$ cat config.mk
export PLATFORM = sky130hd
export DESIGN_NAME = adder_share_arbiter
export DESIGN_NICKNAME = d
export VERILOG_FILES = /design/src/rtl/adder_share_arbiter.sv
export SDC_FILE = /design/constraint.sdc
export NUM_CORES = 1
export LEC_CHECK = 0
export ABC_AREA = 0
export CAP_MARGIN = 20
export CORE_MARGIN = 4
export CORE_UTILIZATION = 62
export CTS_CLUSTER_SIZE = 8
export DETAILED_ROUTE_END_ITERATION = 10
export DONT_BUFFER_PORTS = 1
export PLACE_DENSITY = 0.78
export SYNTH_ARGS = -nofsm -noshare
export SYNTH_HDL_FRONTEND = slang
export SYNTH_SLANG_ARGS = --single-unit
$ cat constraint.sdc
create_clock -name clk -period 7.6 [get_ports clk]
set_input_delay 1.9 -clock clk [delete_from_list [all_inputs] [get_ports clk]]
set_output_delay 1.9 -clock clk [all_outputs]
set_load 0.02 [all_outputs]
$ cat src/rtl/adder_share_arbiter.sv
// Round-robin sharing of one 11-bit carry-propagate adder among NUM_REQ requesters,
// with a single registered result stage. Define SHARED_ADDER_FIXED_PRIO_EN for fixed priority.

module carry_prop_adder #(
    parameter int W = 11
) (
    input  logic [W-1:0] a,
    input  logic [W-1:0] b,
    output logic [W-1:0] sum
);
    // Carry-out is intentionally dropped: sums wrap modulo 2**W.
    assign sum = a + b;
endmodule

module adder_share_arbiter #(
    parameter int NUM_REQ = 4,
    parameter int ID_W    = 2
) (
    input  logic                 clk,
    input  logic                 rst_n,
    input  logic [NUM_REQ-1:0]   req_valid,
    output logic [NUM_REQ-1:0]   req_ready,
    input  logic [NUM_REQ*11-1:0] req_a,
    input  logic [NUM_REQ*11-1:0] req_b,
    output logic                 res_valid,
    input  logic                 res_ready,
    output logic [10:0]          res_sum,
    output logic [ID_W-1:0]      res_id,
    output logic                 busy
);
    localparam int W = 11;

    // Handshake: a beat moves on a rising edge where valid and ready are both high;
    // ready never depends on anything registered downstream of this block except res_ready.
    typedef enum logic {EMPTY = 1'b0, FULL = 1'b1} state_t;

    state_t          state;
    logic [ID_W-1:0] rr_ptr;
    logic [ID_W-1:0] grant_id, gid_hi, gid_lo;
    logic            found_hi, found_lo, grant_found;
    logic            can_accept, transfer;
    logic [W-1:0]    a_sel, b_sel, sum;

    // Two passes give a wrapping scan: lowest valid at/above rr_ptr first, else lowest overall.
    always_comb begin
        found_hi = 1'b0;
        found_lo = 1'b0;
        gid_hi   = '0;
        gid_lo   = '0;
        for (int i = NUM_REQ - 1; i >= 0; i--) begin
            if (req_valid[i] && (ID_W'(i) >= rr_ptr)) begin
                found_hi = 1'b1;
                gid_hi   = ID_W'(i);
            end
            if (req_valid[i]) begin
                found_lo = 1'b1;
                gid_lo   = ID_W'(i);
            end
        end
        grant_found = found_hi | found_lo;
        grant_id    = found_hi ? gid_hi : gid_lo;
    end

    assign can_accept = (state == EMPTY) || res_ready;
    assign transfer   = rst_n && grant_found && can_accept;

    always_comb begin
        req_ready = '0;
        a_sel     = '0;
        b_sel     = '0;
        for (int i = 0; i < NUM_REQ; i++) begin
            if (grant_id == ID_W'(i)) begin
                req_ready[i] = transfer;
                a_sel        = req_a[i*W +: W];
                b_sel        = req_b[i*W +: W];
            end
        end
    end

    carry_prop_adder #(.W(W)) u_adder (
        .a   (a_sel),
        .b   (b_sel),
        .sum (sum)
    );

`ifdef SHARED_ADDER_FIXED_PRIO_EN
    assign rr_ptr = '0;
`else
    always_ff @(posedge clk or negedge rst_n) begin
        if (!rst_n) begin
            rr_ptr <= '0;
        end else if (transfer) begin
            rr_ptr <= (grant_id == ID_W'(NUM_REQ - 1)) ? '0 : grant_id + ID_W'(1);
        end
    end
`endif

    // Output stage: a transfer always (re)fills the register, so drain+fill keeps it FULL.
    always_ff @(posedge clk or negedge rst_n) begin
        if (!rst_n) begin
            state   <= EMPTY;
            res_sum <= '0;
            res_id  <= '0;
        end else if (transfer) begin
            state   <= FULL;
            res_sum <= sum;
            res_id  <= grant_id;
        end else if ((state == FULL) && res_ready) begin
            state   <= EMPTY;
        end
    end

    assign res_valid = (state == FULL);
    assign busy      = res_valid;

endmodule

==> impl_metrics.toml <==
[floorplanning]
start_util_pct = 65.5
placeableCoreArea_sq_mm = 0.00281
die_x_um = 62.4
dieArea_sq_mm = 0.00390
row_count = 19
die_h_um = 62.4
num_io_pins = 114

[yosys]
yosys_warnings = 0
syn_area_sq_mm = 0.00184
syn-instance-count = 259
seq_area_frac_synth_pct = 21.8
syn-num-nets = 369
synth_area_per_cell_sq_um = 7.10
ys_ff_latch = 16
ys_types = 40

[worst_setup_path]
cp.required_ns = 5.70
slowest_delay_ns = 0.71
critPathTopFamily = "adder cells"
endpoint_kind = "primary output"
crit_type = "input port to primary output"
critPathSlowestCell = "ha_1"
crit_top_cell = "nor2_1"
worst_ep_arrival_time_ns = 3.75
cp-start-kind = "input port"
crit_buf_inv = 2
path_cells = "inv_1, nor2_1, nor2_1, o22ai_1, ha_1, inv_2, nor2_1"
path_max_fanout = 22

[cts]
clkSlewWorstSetupHoldPaths_ns = 0.09
clockBufferDepth = 2
post_cts_buffers = 0
cts_num_sinks = 16
cts_resized = 0
cts_tree = "done"
clk_latency_ns = 0.28
numCtsBuffers = 3
ctsHoldBuffers = 0
htree_levels = 1
clockRootBuffer = "clkbuf_4"

[sta]
finalSetupTns_ns = 0
final.setup_skew_ns = 0.00287
rsz0062_at_grt = "no"
post-route-period-util_pct = 74.3
setup_violations = 0
maxSlewViolCount = 0
hold_viol_final = 0
hold_slack_ns = 0.571
fin_ws_ns = 1.95
fmax_mhz = 177
post-route-min-period_ns = 5.65
worst_pin_slew_ns = 0.741
slew_headroom_pct = 50.6

[cells_and_area]
drive_gt1_share_pct = 4.44
fin_cells = 279
layout_common_cells = "a21oi_1, nand2_1, o21ai_1"
utilization_pct = 66.1
area_growth_pct = 0.817
stdcell_area_sq_mm = 0.00185
fin_nets = 359
antenna_cells = 0
final_common_cell = "a21oi_1"

[placement]
gp_congestion = 0.794
placed_area_sq_mm = 0.00182
port_buffers = 0
dp.cells = 275
dp_hpwl_um = 3780
pre_cts_slack_ns = 1.73

[power]
p_int_uw = 392
ir_drop_mv = 0.211
finalPower_uw = 807
leakage_nw = 0.845
p_per_area_mw_per_mm2 = 435
p_switching_uw = 415
p_clk_share_pct = 6.7
comb_power_share_pct = 69.9
seqPwrFrac_pct = 23.4
p_sw_share_pct = 51.4

[worst_hold_path]
hold_class = "register to register"

[routing]
wl_met3_um = 406
remaining_drc_errors = 0
vias = 1741
met2_length_um = 2100
vias_per_cell = 6.24
drt_pre_antenna_iters = 4
wirelength_met1_um = 1960
route.final.wire_length_um = 4530
drt_iter0_drc = 134
drtAntennaViolNets = 0
routed.top_layer = "met4"
wl_per_cell_um = 16.2

[flow_run]
maxCapViolations = 0

[global_routing]
overflow = 0
grt_start_max_net_pins = 47
grt_pass1_wl_um = 7380
grt_antenna_before_repair = 0
first_global_vias = 1607
grt_use_total_pct = 22.9

[outcome]
status = "completed"
[registers in the layout, summed over array words and instances (netlist names)]
signal and flops:
res_id 2, rr_ptr 2, res_sum 11, busy 1
[synth_stat cells]
cell type	number	share of area [%]
o21a_1	1	0.41
fa_1	1	1.1
dfrtp_1	16	22
nor2_1	27	5.5
nor2b_1	3	1.0
nand4b_1	1	0.48
o221ai_1	1	0.48
nor3_1	1	0.27
mux2_1	2	1.2
o21ai_0	9	2.5
or3_1	1	0.34
a311oi_2	1	0.82
a32oi_1	1	0.48
and3_1	13	4.4
a21boi_0	1	0.41
clkbuf_1	11	2.2
o41ai_1	1	0.48
a21boi_1	2	0.82
xnor2_1	3	1.4
xor2_1	9	4.3
o22ai_1	2	0.68
buf_2	3	0.82
nand3_1	1	0.27
a21oi_1	37	10
o21ai_1	30	8.2
or2b_1	1	0.41
ha_1	14	9.5
buf_6	1	0.61
buf_1	2	0.41
nand2_1	32	6.5
a221o_1	8	4.4
a311o_2	1	0.61
nand2b_1	2	0.68
a21o_1	4	1.6
inv_1	10	2.0
inv_2	1	0.20
buf_4	1	0.41
and4bb_1	1	0.68
nor4b_1	2	0.95
a21oi_2	1	0.48
[final timing paths]
path	startpoint	to	slack, ns	depth (start not counted)
min	rr_ptr[0]$_DFFE_PN0P_	rr_ptr[0]$_DFFE_PN0P_	0.57	2
min reg2reg	rr_ptr[0]$_DFFE_PN0P_	rr_ptr[0]$_DFFE_PN0P_	0.57	2
max reg2reg	rr_ptr[1]$_DFFE_PN0P_	res_sum[8]$_DFFE_PN0P_	3.20	18
max	req_valid[0]	req_ready[1]	1.95	7
max in group asynchronous	rst_n	res_sum[10]$_DFFE_PN0P_	6.23	0
min in group asynchronous	rst_n	res_sum[3]$_DFFE_PN0P_	1.30	0
[final cells by class]
type	count	area (sq um)
clock buffer	4	36.3
fill	264	952
inverter	11	41.3
multi-input combinational	214	1310
sequential	16	400
tap	31	38.8
timing repair buffer	3	22.5
[kinds of logic (layout without fill, tap and decap cells)]
kind of cell / after synthesis / in the layout / synth area share, %
xor+xnor: 12 / 12 / 5.72
fa+ha+maj: 15 / 15 / 10.6
buf+inv: 29 / 18 / 6.74
flops: 16 / 16 / 21.8
simple gates: 85 / 85 / 21.6
mux: 2 / 2 / 1.23
compound gates: 100 / 100 / 32.3
[routing by layer]
| metal | up-vias | global-route usage, % |
|---|---|---|
| met5 | - | 0 |
| met4 | 0 | 6.61 |
| met3 | 6 | 5.76 |
| met2 | 86 | 36.9 |
| met1 | 752 | 30.2 |
| li1 | 897 | - |
[power by group through the flow]
stage                     Sequential, mW  Combinational, mW  Clock, mW
after floorplan                    0.182              0.476          0
after global placement             0.190              0.551          0
after detailed placement           0.192              0.560          0
after CTS                          0.190              0.564     0.0563
after global routing               0.194              0.649     0.0607
final                              0.188              0.564     0.0544
[worst min-delay path, delay by kind of cell, from the launching register on]
kind	cells	cell delay (ns)
AOI/OAI and AO/OA	1	0.06
buffers and inverters	1	0.08
DFF	1	0.40
No activity file was read; power rests on OpenSTA's default activity.
